`src/rtl/des_ahb_pkg.sv`:
```
// des_ahb_pkg: shared register map, AHB-Lite encodings and master state type
// for the Triple-DES slave and the master that drives it.
package des_ahb_pkg;
    localparam logic [31:0] OFF_TYPE  = 32'h0000_0000;
    localparam logic [31:0] OFF_KEY1  = 32'h0000_0400;
    localparam logic [31:0] OFF_KEY2  = 32'h0000_0800;
    localparam logic [31:0] OFF_KEY3  = 32'h0000_0C00;
    localparam logic [31:0] OFF_DATA  = 32'h0000_1000;
    localparam logic [31:0] OFF_LIMIT = 32'h0000_1400;
    localparam logic [1:0] HTRANS_IDLE   = 2'b00;
    localparam logic [1:0] HTRANS_NONSEQ = 2'b10;
    localparam logic [2:0] HSIZE_64      = 3'b011;
    localparam logic [2:0] HBURST_SINGLE = 3'b000;
    localparam logic [3:0] HPROT_DATA    = 4'h1;
    typedef enum logic [2:0] {
        ST_IDLE,
        ST_WR_ADDR,
        ST_WR_DATA,
        ST_RD_ADDR,
        ST_RD_DATA,
        ST_FINISH
    } mst_state_t;
endpackage

```
`src/rtl/ahb_lite_des_master_if.sv`:
```
// ahb_lite_des_master_if: AHB-Lite signal bundle between the DES job master
// and the interconnect / DES slave.
interface ahb_lite_des_master_if;
    logic [31:0] HADDR;
    logic        HWRITE;
    logic [1:0]  HTRANS;
    logic [2:0]  HSIZE;
    logic [2:0]  HBURST;
    logic [3:0]  HPROT;
    logic        HMASTLOCK;
    logic [63:0] HWDATA;
    logic [63:0] HRDATA;
    logic        HREADY;
    logic        HRESP;
    modport master (
        output HADDR, HWRITE, HTRANS, HSIZE, HBURST, HPROT, HMASTLOCK, HWDATA,
        input  HRDATA, HREADY, HRESP
    );
    modport slave (
        input  HADDR, HWRITE, HTRANS, HSIZE, HBURST, HPROT, HMASTLOCK, HWDATA,
        output HRDATA, HREADY, HRESP
    );
endinterface

```
`src/rtl/ahb_lite_des_master.sv`:
```
// ahb_lite_des_master: loads one Triple-DES job into the slave with five
// single writes, then polls the result register until nonzero or timeout.
module ahb_lite_des_master
    import des_ahb_pkg::*;
#(
    parameter int          POLL_MAX  = 64,
    parameter logic [31:0] BASE_ADDR = 32'h0000_0000
) (
    input  logic        HCLK,
    input  logic        HRESET,
    input  logic        start,
    input  logic        mode,
    input  logic [63:0] key1_in,
    input  logic [63:0] key2_in,
    input  logic [63:0] key3_in,
    input  logic [63:0] data_in,
    output logic        busy,
    output logic        done,
    output logic        error,
    output logic [63:0] data_out,
    ahb_lite_des_master_if.master bus
);
    localparam int              PW        = $clog2(POLL_MAX) + 1;
    localparam logic [PW-1:0]   POLL_LAST = PW'(POLL_MAX - 1);

    mst_state_t    r_state, w_next;
    logic [2:0]    r_idx;
    logic [PW-1:0] r_poll;
    logic          r_mode, r_busy, r_done, r_error;
    logic [63:0]   r_key1, r_key2, r_key3, r_blk, r_dout;
    logic [63:0]   w_item;
    logic          w_wr, w_wdone, w_rdone, w_hit, w_last;

    function automatic logic [31:0] map_addr(input logic [2:0] i);
        return BASE_ADDR + (i == 3'd0 ? OFF_TYPE :
                            i == 3'd1 ? OFF_KEY1 :
                            i == 3'd2 ? OFF_KEY2 :
                            i == 3'd3 ? OFF_KEY3 :
                            i == 3'd4 ? OFF_DATA : OFF_LIMIT);
    endfunction

    always_comb begin
        w_item = r_idx == 3'd0 ? {63'd0, r_mode} :
                 r_idx == 3'd1 ? r_key1 :
                 r_idx == 3'd2 ? r_key2 :
                 r_idx == 3'd3 ? r_key3 : r_blk;
    end

    assign w_wr    = (r_state == ST_WR_ADDR) || (r_state == ST_WR_DATA);
    assign w_wdone = (r_state == ST_WR_DATA) && bus.HREADY;
    assign w_rdone = (r_state == ST_RD_DATA) && bus.HREADY;
    assign w_hit   = bus.HRDATA != 64'd0;
    assign w_last  = r_poll == POLL_LAST;

    always_comb begin
        w_next = r_state;
        case (r_state)
            ST_IDLE:    w_next = start ? ST_WR_ADDR : ST_IDLE;
            ST_WR_ADDR: w_next = bus.HREADY ? ST_WR_DATA : ST_WR_ADDR;
            ST_WR_DATA: if (bus.HREADY)
                            w_next = bus.HRESP ? ST_FINISH :
                                     (r_idx == 3'd4 ? ST_RD_ADDR : ST_WR_ADDR);
            ST_RD_ADDR: w_next = bus.HREADY ? ST_RD_DATA : ST_RD_ADDR;
            ST_RD_DATA: if (bus.HREADY)
                            w_next = (bus.HRESP || w_hit || w_last) ? ST_FINISH : ST_RD_ADDR;
            default:    w_next = ST_IDLE;
        endcase
    end

    // Reads always target the TYPE window so polling never retriggers the engine.
    assign bus.HTRANS    = (r_state == ST_WR_ADDR || r_state == ST_RD_ADDR) ? HTRANS_NONSEQ : HTRANS_IDLE;
    assign bus.HWRITE    = w_wr;
    assign bus.HADDR     = w_wr ? map_addr(r_idx) : BASE_ADDR + OFF_TYPE;
    assign bus.HWDATA    = (r_state == ST_WR_DATA) ? w_item : 64'd0;
    assign bus.HSIZE     = HSIZE_64;
    assign bus.HBURST    = HBURST_SINGLE;
    assign bus.HPROT     = HPROT_DATA;
    assign bus.HMASTLOCK = 1'b0;

    always_ff @(posedge HCLK or negedge HRESET) begin
        if (!HRESET) begin
            r_state <= ST_IDLE;
            r_idx   <= 3'd0;
            r_poll  <= '0;
            r_mode  <= 1'b0;
            r_key1  <= 64'd0;
            r_key2  <= 64'd0;
            r_key3  <= 64'd0;
            r_blk   <= 64'd0;
            r_dout  <= 64'd0;
            r_busy  <= 1'b0;
            r_done  <= 1'b0;
            r_error <= 1'b0;
        end else begin
            r_state <= w_next;
            r_done  <= r_state == ST_FINISH;
            if (r_state == ST_IDLE && start) begin
                r_mode  <= mode;
                r_key1  <= key1_in;
                r_key2  <= key2_in;
                r_key3  <= key3_in;
                r_blk   <= data_in;
                r_idx   <= 3'd0;
                r_poll  <= '0;
                r_busy  <= 1'b1;
                r_error <= 1'b0;
            end
            if (w_wdone && bus.HRESP) r_error <= 1'b1;
            if (w_wdone && !bus.HRESP && r_idx != 3'd4) r_idx <= r_idx + 3'd1;
            if (w_wdone && r_idx == 3'd4) r_poll <= '0;
            if (w_rdone) begin
                if (bus.HRESP) r_error <= 1'b1;
                else if (w_hit) r_dout <= bus.HRDATA;
                else if (w_last) r_error <= 1'b1;
                else r_poll <= r_poll + 1'b1;
            end
            if (r_state == ST_FINISH) r_busy <= 1'b0;
        end
    end

    assign busy     = r_busy;
    assign done     = r_done;
    assign error    = r_error;
    assign data_out = r_dout;
endmodule
```
`src/flat_wrapper.sv`:
```
// flat-port wrapper written by rule: the top's interface ports become plain ports
module ahb_lite_des_master_flat import des_ahb_pkg::*;
#(
    parameter int          POLL_MAX  = 64,
    parameter logic [31:0] BASE_ADDR = 32'h0000_0000
)
  (HCLK, HRESET, start, mode, key1_in, key2_in, key3_in, data_in, busy, done, error, data_out, bus_HADDR, bus_HWRITE, bus_HTRANS, bus_HSIZE, bus_HBURST, bus_HPROT, bus_HMASTLOCK, bus_HWDATA, bus_HRDATA, bus_HREADY, bus_HRESP);
  ahb_lite_des_master_if bus_i ();
  input  logic HCLK;
  input  logic HRESET;
  input  logic start;
  input  logic mode;
  input  logic [63:0] key1_in;
  input  logic [63:0] key2_in;
  input  logic [63:0] key3_in;
  input  logic [63:0] data_in;
  output logic busy;
  output logic done;
  output logic error;
  output logic [63:0] data_out;
  output wire logic [$bits(bus_i.HADDR)-1:0] bus_HADDR;
  output wire logic [$bits(bus_i.HWRITE)-1:0] bus_HWRITE;
  output wire logic [$bits(bus_i.HTRANS)-1:0] bus_HTRANS;
  output wire logic [$bits(bus_i.HSIZE)-1:0] bus_HSIZE;
  output wire logic [$bits(bus_i.HBURST)-1:0] bus_HBURST;
  output wire logic [$bits(bus_i.HPROT)-1:0] bus_HPROT;
  output wire logic [$bits(bus_i.HMASTLOCK)-1:0] bus_HMASTLOCK;
  output wire logic [$bits(bus_i.HWDATA)-1:0] bus_HWDATA;
  input wire logic [$bits(bus_i.HRDATA)-1:0] bus_HRDATA;
  input wire logic [$bits(bus_i.HREADY)-1:0] bus_HREADY;
  input wire logic [$bits(bus_i.HRESP)-1:0] bus_HRESP;
  assign bus_HADDR = bus_i.HADDR;
  assign bus_HWRITE = bus_i.HWRITE;
  assign bus_HTRANS = bus_i.HTRANS;
  assign bus_HSIZE = bus_i.HSIZE;
  assign bus_HBURST = bus_i.HBURST;
  assign bus_HPROT = bus_i.HPROT;
  assign bus_HMASTLOCK = bus_i.HMASTLOCK;
  assign bus_HWDATA = bus_i.HWDATA;
  assign bus_i.HRDATA = bus_HRDATA;
  assign bus_i.HREADY = bus_HREADY;
  assign bus_i.HRESP = bus_HRESP;
  ahb_lite_des_master #(.POLL_MAX(POLL_MAX), .BASE_ADDR(BASE_ADDR)) u_core (.HCLK(HCLK), .HRESET(HRESET), .start(start), .mode(mode), .key1_in(key1_in), .key2_in(key2_in), .key3_in(key3_in), .data_in(data_in), .busy(busy), .done(done), .error(error), .data_out(data_out), .bus(bus_i));
endmodule
```
`config.mk`:
```
export PLATFORM = sky130hd
export DESIGN_NAME = ahb_lite_des_master_flat
export DESIGN_NICKNAME = d
export VERILOG_FILES = /design/src/rtl/des_ahb_pkg.sv /design/src/rtl/ahb_lite_des_master_if.sv /design/src/rtl/ahb_lite_des_master.sv /design/src/flat_wrapper.sv
export SDC_FILE = /design/constraint.sdc
export NUM_CORES = 1
export LEC_CHECK = 0
export BUFFER_PORTS_ARGS = -buffer_cell sky130_fd_sc_hd__buf_2
export CORE_UTILIZATION = 25
export CTS_CLUSTER_SIZE = 20
export DETAILED_ROUTE_END_ITERATION = 10
export SYNTH_ARGS = -nofsm -noshare
export SYNTH_HDL_FRONTEND = slang
export SYNTH_SLANG_ARGS = --single-unit
```
`constraint.sdc`:
```
create_clock -name HCLK -period 3.25 [get_ports HCLK]
set_input_delay 0.325 -clock HCLK [delete_from_list [all_inputs] [get_ports HCLK]]
set_output_delay 0.325 -clock HCLK [all_outputs]
set_load 0.01 [all_outputs]
```
; ---- Word-level counts from Yosys, hierarchy flattened
; Cells that the tools add are included.
[totals]
latch_bits = 0
ramBits = 0
register_bits = 337
word_cells = 84
n_memories = 0
mem_bits_ro = 0
[op_classes]
n_addsub = 2
n_mux = 37
n_bitwise = 1
eq_ne = 13
shift = 0
magnitude_cmp = 0
multipliers = 0
reduce_logical = 19
div_mod_pow = 0
[op_table]
columns = operator, n
row1 = two-way mux 64 bit, 5
row2 = two-way mux 32 bit, 5
row3 = nonzero test 64 bit, 1
row4 = two-way mux 7 bit, 6
row5 = two-way mux 3 bit, 7
row6 = case mux 3 bit (5 select lines), 1
row7 = "equality test 3 x 2 -> 1 bit, second input constant", 4
row8 = two-way mux 11 bit, 1
row9 = "equality test 3 bit, second input constant", 3
row10 = two-way mux 1 bit, 9
row11 = "adder 7 x 1 -> 7 bit, second input constant", 1
row12 = "equality test 7 x 6 -> 1 bit, second input constant", 1
row13 = logical AND 1 bit, 7
row14 = "equality test 3 x 1 -> 1 bit, second input constant", 2
row15 = zero test 3 bit, 2
row16 = two-way mux 2 bit, 3
row17 = logical OR 1 bit, 4
row18 = "!= test 2 bit, second input constant", 2
row19 = nonzero test 2 bit, 2
row20 = "adder 3 x 1 -> 3 bit, second input constant", 1
row21 = "!= test 3 bit, second input constant", 1
row22 = AND reduction 3 bit, 1
row23 = AND reduction 2 bit, 1
row24 = zero test 1 bit, 1
row25 = NOT 1 bit, 1

; ---- Logic depth before layout (Yosys ltp)
[logic_depth]
depth_word = 8
ltp_mapped = 9
depth_no_buf = 7

; ---- Least setup slack after synthesis
; No wires, ideal clock.
[synth_timing]
path_kind = reg-to-output
from = reg u_core.r_idx[1]
to = out bus_HWDATA[43]
stages_incl_launch_ff = 9
n_path_buf = 3
path_slack_ps = 1080
arrival_time_ps = 1845
t_required_ps = 2925
path_cell_list = dfrtp_1 -> inv_1 -> ha_1 -> nor2b_1 -> clkbuf_1 -> clkbuf_1 -> buf_1 -> a21oi_1 -> nor2_1
[synth_via]
elab_chain_len = 6
elab_cells_between_ends = 9
[synth_rtl]
columns = element, line
row1 = from (decl), ahb_lite_des_master.sv:27  ; logic [2:0] r_idx;
row2 = from (signal assigned), ahb_lite_des_master.sv:109  ; if (w_wdone && !bus.HRESP && r_idx != 3'd4) r_idx <= r_idx + 3'd1;
row3 = equality test 3 x 2 -> 1 bit, ahb_lite_des_master.sv:46  ; r_idx == 3'd3 ? r_key3 : r_blk;
row4 = two-way mux 64 bit, ahb_lite_des_master.sv:46
row5 = two-way mux 64 bit, ahb_lite_des_master.sv:45  ; r_idx == 3'd2 ? r_key2 :
row6 = two-way mux 64 bit, ahb_lite_des_master.sv:44  ; r_idx == 3'd1 ? r_key1 :
row7 = two-way mux 64 bit (*), ahb_lite_des_master.sv:43  ; w_item = r_idx == 3'd0 ? {63'd0, r_mode} :
row8 = two-way mux 64 bit (*), ahb_lite_des_master.sv:74  ; assign bus.HWDATA = (r_state == ST_WR_DATA) ? w_item : 64'd0;
row9 = to (decl), flat_wrapper.sv:28  ; output wire logic [$bits(bus_i.HWDATA)-1:0] bus_HWDATA;
; Mark *: on every way between the ends. The rest lies on a longest branch, timed or not.

; ---- Worst setup path after layout
[layout_timing]
from = reg u_core.r_idx[0]
to = out bus_HWDATA[31]
; The elaborated chain is that of the path after synthesis.

==> metrics.txt <==
drt via density=between 4 and 5; Synth Register Bits=between 300 and 400; CP endpoint kind=output port; EDFF count, synth=0; CTS H-Tree Depth=2; WL final=around 53000 µm; drt first pass iters=5; Worst Path Arrival=around 2.7 ns; slowest library cell on the worst path=dfrtp_1; Syn-to-layout area delta=48.3%; largest net degree at the start of global routing=99; first-pass GRT wire length=between 80000 and 90000 µm; r2r endpoint=u_core.data_out[16]; drt initial violations=just under 800; global-route usage over all layers=between 15 and 20%; Post-Syn Area per Cell=8.78 µm²; TritonCTS Buffers=40; chip height=approximately 250 µm; skew final=0.0267 ns; Slew @ Worst Pin=about 1 ns; crit path cell chain=inv_1 > ha_1 > nand2b_4 > buf_12 > buf_4 > nor2_1 > a211oi_1 > a21oi_1 > nor2_1 > buf_2; internal reg-to-reg setup slack=between 1 and 1.5 ns; gpl congestion=0.824; crit path launch=u_core.r_idx[0]; clock power share=about a quarter; Main synth FF type=dfrtp_1; most common cell after layout, fill and taps aside=nand2_1; most frequent cells in the layout=nand2_1 (781), buf_2 (460), dfrtp_1 (336); root buffer cell=clkbuf_16; Post-Syn Area=15500 µm²; DR vias=between 10000 and 15000; Register Area=roughly 8400 µm²; Critical Path Sink=bus_HWDATA[31]; die area=around 63000 µm²; Final Hold Vio Count=0; ANT nets after route=0; Slew HR=around a third; Core Rows=90; Sw Share=37.2%; io pins=around 500; CTS Sinks=337; Peak Freq=~330 MHz; CP bufs+invs=4; critical path type=reg -> out; Logic pwr share=between 30% and 40%; Initial Util=around a quarter; total gr overflow=0; Core Area=~60000 µm²; Worst Path Required=2.92 ns; Cells after DPL=around 2900; Clk pin slew, worst setup/hold paths=around 0.060 ns; Clock Path Buffers=3; IO Port Bufs=461; RSZ-0062 raised after global routing=no; critical path's top delay family=buffers and inverters; CP dominant cell by count=nor2_1; critical path's largest stage delay=~0.42 ns; Syn. warnings=0; worst hold path class=in -> reg; TritonCTS clock tree=done; Power Density=~800 nW/µm²; synth unique cells=between 40 and 50; status=finished clean; share of flip-flops with an asynchronous set or reset=100%; Flop pwr share=approximately two fifths; R2R Path Start=u_core.r_state[0]; via count of the first global-routing pass=about 15000; Post-Synthesis Cells=1764; final setup TNS=0 ns; initial antenna violation count=8; Worst-Skew Late Latency=around 0.55 ns; Die X-Extent=roughly 250 µm; Critical Path Start Type=flop; max-slew violations=0; min cycle time layout=3.03 ns; R2R depth=5; final setup vio count=0; hpwl dp=between 30000 and 40000 µm; WL per Instance=about 16 µm; # fillers=between 6000 and 7000; Seq/Total Area, Yosys=54.5%; multi-input logic area=between 6000 and 7000 µm²; fraction of layout instances using a drive strength above 1=25.0%; Nets=between 2000 and 3000; Switch Pwr=about 0.0068 W; Worst VDD drop=around 0.40 mV; P_int=0.0115 W; Final Instance Count excl. Fillers=3307; # Max-Cap Violations=0; Worst path depth=10; Final Cycle Share=between 90% and 100%; critical path fanouts, max=37; DRC violations left=0; leakage power=11.7 nW
-- metrics by stage --
| stage | power (W) | area [µm²] | hold slack (ns) | setup slack [ns] | utilization (%) |
|---|---|---|---|---|---|
| final | 0.0183 | 23000 | 0.0262 | 0.217 | 37.8 |
| after global routing | 0.0197 | 23000 | 0.00669 | 0.0491 | 37.8 |
| after CTS | 0.0185 | 22800 | 0.000164 | 0.0340 | 37.6 |
| after detailed placement | 0.0136 | 18600 | 0.363 | 0.628 | 30.6 |
| after global placement | 0.0135 | 18600 | 0.370 | 0.685 | 30.6 |
| after floorplan | 0.0113 | 15600 | 0.0294 | 1.08 | - |
-- worst reg2reg max path: stages, from the launching register on --
cell      delay, ns
dfrtp_1        0.49
and4bb_2       0.40
nand2b_1       0.14
nor2_4         0.43
buf_12         0.26
mux2_2         0.37
-- Yosys cell counts (3+ instances only) --
library cell | number | area [µm²]
a211oi_1 | 63 | 473
a21oi_1 | 70 | 350
and2_1 | 4 | 25.0
buf_1 | 4 | 15.0
buf_2 | 5 | 25.0
buf_4 | 41 | 308
buf_6 | 6 | 67.6
clkbuf_1 | 94 | 353
dfrtp_1 | 337 | 8430
ha_1 | 6 | 75.1
inv_1 | 11 | 41.3
mux2_1 | 6 | 67.6
mux2_2 | 58 | 653
mux2i_1 | 66 | 661
nand2_1 | 783 | 2940
nand3_1 | 7 | 35.0
nand4_1 | 4 | 25.0
nor2_1 | 137 | 514
nor2b_1 | 5 | 31.3
nor4_1 | 16 | 100
o211ai_1 | 3 | 22.5
o21ai_0 | 13 | 65.1
xnor2_1 | 3 | 26.3
-- cell type report --
class                           instances  area share (%)
Sequential cell                       337            36.7
Multi-Input combinational cell       1306            28.1
Timing Repair Buffer                  792            25.0
Clock buffer                           57            5.03
Tap cell                              782            4.26
Clock inverter                         15           0.621
Inverter                               11           0.180
Antenna cell                            7          0.0763
-- per-layer routing --
metal  up-vias  GRT usage, %  part of all wire [%]  routed length, µm
li1       7070             -                     -                  -
met1      6754          20.6                    43              22900
met2       445          27.8                    49              25800
met3       103          2.76                   4.7               2480
met4         2          5.99                   2.9               1530
met5         -             0                 0.025                 13
-- repair_timing --
item,in CTS,in global routing
gates resized for setup,0,1
hold buffers,295,0
endpoints found under the setup margin,0,21
hold endpoints to repair,362,0
buffers inserted,0,7
-- power groups by stage --
stage          sequential (W)  combinational [W]  clock (W)
6_report              0.00730            0.00652    0.00450
5_1_grt               0.00754            0.00740    0.00479
4_1_cts               0.00729            0.00656    0.00464
3_5_place_dp          0.00735            0.00624          0
3_3_place_gp          0.00733            0.00613          0
2_1_floorplan         0.00719            0.00409          0
-- cells by family (layout without fill, tap and decap cells) --
group / Yosys count / count (layout) / share of synthesized area, %
adder cells (fa/ha/maj): 6 / 6 / 0.485
other: 2 / 48 / 0.0485
XOR/XNOR: 3 / 3 / 0.170
flip-flops: 337 / 337 / 54.5
AND/OR/NAND/NOR: 965 / 966 / 24.3
buffers and inverters: 161 / 875 / 5.23
AO/OA/AOI/OAI: 160 / 160 / 6.45
multiplexers: 130 / 130 / 8.92
-- how the worst min path moves through the flow --
stage              startpoint                  end  slack [ns]  cells past startpoint
6_report          key1_in[20]    u_core.r_key1[20]        0.03                      3
5_1_grt        bus_HRDATA[49]  u_core.data_out[49]       0.007                      2
4_1_cts        bus_HRDATA[24]  u_core.data_out[24]      0.0002                      2
3_5_place_dp           HRESET    u_core.r_key3[63]        0.36                      1
3_3_place_gp           HRESET      u_core.r_blk[0]        0.37                      1
2_1_floorplan          HRESET          u_core.busy        0.03                      0
-- flip-flops by register name, summed over array words and instances (netlist names) --
register	cells
u_core.busy	1
u_core.data_out	64
u_core.done	1
u_core.error	1
u_core.r_blk	64
u_core.r_idx	3
u_core.r_key1	64
u_core.r_key2	64
u_core.r_key3	64
u_core.r_mode	1
u_core.r_poll	7
u_core.r_state	3
(Power assumes the default switching activity.)
